## src/rtl/hex_digit_entry.sv

```systemverilog
// Hex digit entry: builds a 64-bit word one switch nibble at a time, committing a digit
// on each debounced press of the active-low load button.
module hex_digit_entry #(
  parameter int DEBOUNCE_CYCLES = 1000000,
  parameter int DB_W            = 20,
  parameter int NDIGITS         = 16
) (
  input  logic                   iCLK,
  input  logic                   iRST_N,
  input  logic [3:0]             iNIB,
  input  logic                   iLOAD_N,
  input  logic                   iCLR,
  output logic [4*NDIGITS-1:0]   oVALUE,
  output logic [4:0]             oCOUNT,
  output logic                   oFULL,
  output logic                   oDONE,
  output logic                   oHELD
);

  localparam int              CNT_W   = 5;
  localparam logic [DB_W-1:0] DB_LAST = DB_W'(DEBOUNCE_CYCLES - 1);
  localparam logic [CNT_W-1:0] CNT_MAX = CNT_W'(NDIGITS);
  localparam logic [CNT_W-1:0] CNT_PENULT = CNT_W'(NDIGITS - 1);

  typedef enum logic [1:0] {
    IDLE,
    PRESS_DB,
    HELD,
    REL_DB
  } state_t;

  state_t            state, stateNext;
  logic [DB_W-1:0]   dbc, dbcNext;
  logic              loadMeta, sLoad;
  logic [3:0]        nibMeta, sNib;
  logic              capture, heldNext;

  // Two-flop synchronizers; reset to the "released" level so no phantom press follows reset.
  always_ff @(posedge iCLK or negedge iRST_N) begin
    if (!iRST_N) begin
      loadMeta <= 1'b1;
      sLoad    <= 1'b1;
      nibMeta  <= '1;
      sNib     <= '1;
    end else begin
      // NOTE: non-blocking assignments so every flop samples the pre-edge value of its source.
      loadMeta <= iLOAD_N;
      sLoad    <= loadMeta;
      nibMeta  <= iNIB;
      sNib     <= nibMeta;
    end
  end

  always_ff @(posedge iCLK or negedge iRST_N) begin
    if (!iRST_N) begin
      state <= IDLE;
      dbc   <= '0;
    end else begin
      state <= stateNext;
      dbc   <= dbcNext;
    end
  end

  always_comb begin
    // NOTE: defaults first so every path assigns both signals and no latch is inferred.
    stateNext = state;
    dbcNext   = dbc;
    unique case (state)
      IDLE: begin
        if (!sLoad) begin
          stateNext = PRESS_DB;
          dbcNext   = '0;
        end
      end
      PRESS_DB: begin
        if (sLoad)                stateNext = IDLE;
        else if (dbc == DB_LAST)  stateNext = HELD;
        else                      dbcNext   = dbc + 1'b1;
      end
      HELD: begin
        if (sLoad) begin
          stateNext = REL_DB;
          dbcNext   = '0;
        end
      end
      REL_DB: begin
        if (!sLoad)               stateNext = HELD;
        else if (dbc == DB_LAST)  stateNext = IDLE;
        else                      dbcNext   = dbc + 1'b1;
      end
      default: begin
        stateNext = IDLE;
        dbcNext   = '0;
      end
    endcase
  end

  always_comb begin
    capture  = (state == PRESS_DB) && !sLoad && (dbc == DB_LAST);
    heldNext = (stateNext == HELD) || (stateNext == REL_DB);
  end

  // Entered word: clear wins over a simultaneous capture; a full word ignores further presses.
  always_ff @(posedge iCLK or negedge iRST_N) begin
    if (!iRST_N) begin
      oVALUE <= '0;
      oCOUNT <= '0;
      oDONE  <= 1'b0;
      oHELD  <= 1'b0;
    end else begin
      oHELD <= heldNext;
      oDONE <= 1'b0;
      if (iCLR) begin
        oVALUE <= '0;
        oCOUNT <= '0;
      end else if (capture && (oCOUNT != CNT_MAX)) begin
        for (int i = 0; i < NDIGITS; i++) begin
          if (oCOUNT == CNT_W'(i)) oVALUE[4*(NDIGITS-1-i) +: 4] <= sNib;
        end
        oCOUNT <= oCOUNT + 5'd1;
        oDONE  <= (oCOUNT == CNT_PENULT);
      end
    end
  end

  assign oFULL = (oCOUNT == CNT_MAX);

endmodule
```

## config.mk

```make
export PLATFORM = sky130hd
export DESIGN_NAME = hex_digit_entry
export DESIGN_NICKNAME = d
export VERILOG_FILES = /design/src/rtl/hex_digit_entry.sv
export SDC_FILE = /design/constraint.sdc
export NUM_CORES = 1
export LEC_CHECK = 0
export CAP_MARGIN = 10
export CORE_MARGIN = 10
export CORE_UTILIZATION = 35
export DETAILED_ROUTE_END_ITERATION = 10
export PLACE_DENSITY_LB_ADDON = 0.08
export SETUP_SLACK_MARGIN = 0.15
export SLEW_MARGIN = 40
export SYNTH_ARGS = -nofsm -noshare
export SYNTH_HDL_FRONTEND = slang
export SYNTH_SLANG_ARGS = --single-unit
export TNS_END_PERCENT = 50
```

## constraint.sdc

```tcl
create_clock -name iCLK -period 2.3 [get_ports iCLK]
set_input_delay 0.69 -clock iCLK [delete_from_list [all_inputs] [get_ports iCLK]]
set_output_delay 0.69 -clock iCLK [all_outputs]
set_load 0.05 [all_outputs]
```

==> impl_metrics.yaml <==
outcome:
  status: "finished, final reports clean"
power:
  p_leak_nw: 2.80
  power_density_nw_per_um2: 556
  swShare_pct: 22.5
  power_frac_clock_pct: 43.1
  internal_power_mw: 2.73
  power_frac_seq_pct: 53.1
  peakVddDrop_v: 0.000498
  p_sw_uw: 791
  power_frac_comb_pct: 3.9
place:
  hpwlAfterDp_mm: 9.75
  place_inst: 772
  io_buffers: 79
  gp_congestion: 0.874
timing:
  final.min_clock_period_ps: 2190
  setup_viol: 0
  drv_slew: 0
  worstMarginPinSlew_ps: 512
  finClkSkew_ps: 7.96
  relSlewSlack_pct: 65.8
  hold_viol_final: 0
  post-route-period-util_pct: 95.4
  finalSetupTns_ps: 0
  fmax_ghz: 0.456
  grt_setup_unrepaired: "true"
floorplanning:
  io_pins: 80
  initial_core_util_pct: 35.9
  core_area_um2: 13300
  rows: 42
  die_area_um2: 18800
  die_x_um: 137
  die_h_um: 137
worst_setup_path:
  crit_chain: "clkdlybuf4s50_1"
  required_ps: 1610
  path_depth: 1
  arrival_ps: 1500
  cpPeakStageDelay_ps: 810
  worstRegToRegCells: 6
  crit_family: "buffers and inverters"
  critPathKind: "reg2out"
  startpoint_type: "flop"
  slowest_stage: "clkdlybuf4s50_1"
  worst-path-buf-inv: 1
  cp_max_fo: 2
  crit_path_end_kind: "primary output"
yosys:
  synth-simple-area-share_pct: 26.7
  synth_xor_xnor_area_share_pct: 0.365
  synthMuxAreaShare_pct: 1.04
  synth_compound_area_share_pct: 12.4
  yosysUniqueCellTypes: 43
  postSynthCellCount: 525
  synthArstFlopShare_pct: 100
  ys_seq_area_share_pct: 54.0
  synth_adder_area_share_pct: 1.57
  avgSynthCellArea_um2: 9.13
  ys_seq_elements: 103
  ys.flop_type: "dfrtp_1"
  yosysWarnings: 0
  synth_top_family_by_area: "simple AND/OR/NAND/NOR gates"
  syn_nets: 539
  netlist_area_um2: 4790
  synth_edf_count: 0
clock_network:
  clock_latency_ps: 350
  cts_sinks: 103
  cts-buffers-inserted: 9
  h-tree-depth: 3
  cts-root-buf: "clkbuf_16"
  clock_path_buffers: 2
  holdBufCountCts: 0
  clk_pin_slew_ps: 70
  cts_tree: "yes"
detailed_routing:
  routed_via_density: 5.30
  vias: 4211
  routedWlPerCell_um: 17.6
  postRouteAntennaNets: 0
  drcViolationCount: 0
  drt_iter0_markers: 320
  routed_wl_mm: 14.0
  dr.pass1.iters: 5
global_route:
  grt_max_degree: 37
  overflow: 0
  grt_pass1_vias: 4097
  antenna_found_initial: 0
  grt_usage_pct: 14.7
  grt_pass1_wl_mm: 22.2
finish:
  drive_gt1_share_pct: 17.0
  num_antenna_cells: 0
  final_nets: 628
  stdcell_count: 795
  area_growth_syn_to_layout_pct: 32.0
hold_path:
  hold_path_class: "in2async"
flow_run:
  drv_cap: 0
==> per-layer routing <==
metal,vias to the layer above,track usage (%),routed length (um)
met5,-,0,0
met4,0,3.51,160
met3,10,4.62,866
met2,110,21.7,6320
met1,2054,20.6,6670
li1,2037,-,-
==> Yosys cell counts, drive strengths merged (4+ instances only) <==
cell	instances	share of area (%)
a31oi	5	0.65
dfstp	10	5.5
o21ai	22	2.3
ha	6	1.6
nor3	7	0.73
dfrtp	93	49
nand3	75	7.8
mux2i	5	1.0
buf	8	0.86
clkbuf	33	2.6
o31ai	6	0.94
nand2b	9	1.2
nand2	87	6.8
and3	5	0.65
and4	4	0.73
inv	6	0.47
nand4	22	2.9
a21oi	66	6.9
nor2	24	1.9
==> sequential cells by signal, indices dropped and copies added, names as in the netlist <==
| name | cells |
|---|---|
| oHELD | 1 |
| oCOUNT | 5 |
| dbc | 20 |
| nibMeta | 4 |
| loadMeta | 1 |
| oDONE | 1 |
| oVALUE | 64 |
| sNib | 4 |
| sLoad | 1 |
| state | 2 |
==> timing repair <==
item,CTS,global route
gates cloned,0,3
buffers inserted,0,4
pin swaps,0,5
gates resized for setup,37,15
endpoints found under the setup margin,75,86
==> worst reg2reg max path, cell delays in order, from the launching register on <==
cell and delay, ps:
dfrtp_1 410, or4b_4 560, nor4_4 190, a21o_1 190
inv_2 90, and4_1 200, a221o_1 310
==> final timing paths <==
path | slack, ps | endpoint | start
setup / recovery | 110 | oVALUE[35] | oVALUE[35]$_DFFE_PN0P_
hold / removal | 280 | oVALUE[14]$_DFFE_PN0P_ | iRST_N
setup reg to reg | 250 | dbc[16]$_DFFE_PN0P_ | dbc[10]$_DFFE_PN0P_
hold reg to reg | 360 | sLoad$_DFF_PN1_ | loadMeta$_DFF_PN1_
max in group asynchronous | 1350 | state[0]$_DFF_PN0_ | iRST_N
min in group iCLK | 360 | sLoad$_DFF_PN1_ | loadMeta$_DFF_PN1_
==> power groups by stage <==
stage	registers, mW	clock network [mW]	logic [mW]
2_1_floorplan	1.88	0	0.0681
3_3_place_gp	1.90	0	0.138
3_5_place_dp	1.90	0	0.138
4_1_cts	1.87	1.56	0.138
5_1_grt	1.87	1.64	0.153
6_report	1.87	1.51	0.136
==> cell type report <==
cell class              count  area (um^2)
repair buffers            119         1120
well taps                 176          220
fillers                  1323         7020
clock inverters             3         46.3
inverters                   6         22.5
clock buffers              13          240
flip-flops and latches    103         2590
multi-input cells         375         2080
==> logic make-up after synthesis <==
group                    after synthesis
AO/OA/AOI/OAI                        107
adder cells (fa/ha/maj)                6
flip-flops                           103
buffers and inverters                 47
multiplexers                           5
XOR/XNOR                               2
AND/OR/NAND/NOR                      255
==> per-stage QoR <==
stage	cell area, um^2	utilization (%)	worst slack (ps)	power (mW)	hold slack, ps
floorplan	4840	-	108	1.94	345
global placement	5920	44.3	168	2.04	346
detailed placement	5920	44.3	144	2.04	347
CTS	6160	46.1	81.5	3.57	288
global route	6330	47.4	49.9	3.66	303
finish	6330	47.4	105	3.52	282
==> layout by cell type (no fill, tap or decap), drive strengths merged, types with 2 or more instances in the layout <==
master,Yosys,final
nand4b,3,3
inv,6,7
dlymetal6s2s,0,3
o21ai,22,22
and4,4,4
nor2,24,24
clkbuf,33,16
or2,2,2
nor4,3,3
dfstp,10,10
o31ai,6,6
buf,8,58
nand3,75,75
nand2b,9,9
nor3,7,7
nand4,22,22
a21oi,66,66
and3,5,5
mux2i,5,5
or4,3,3
nand2,87,87
nor2b,2,2
and2,3,3
dlygate4sd2,0,37
clkdlybuf4s50,0,18
and4b,2,2
o41ai,2,2
or4b,2,2
a31oi,5,5
ha,6,6
dfrtp,93,93
Power figures use the tool's default switching activity.
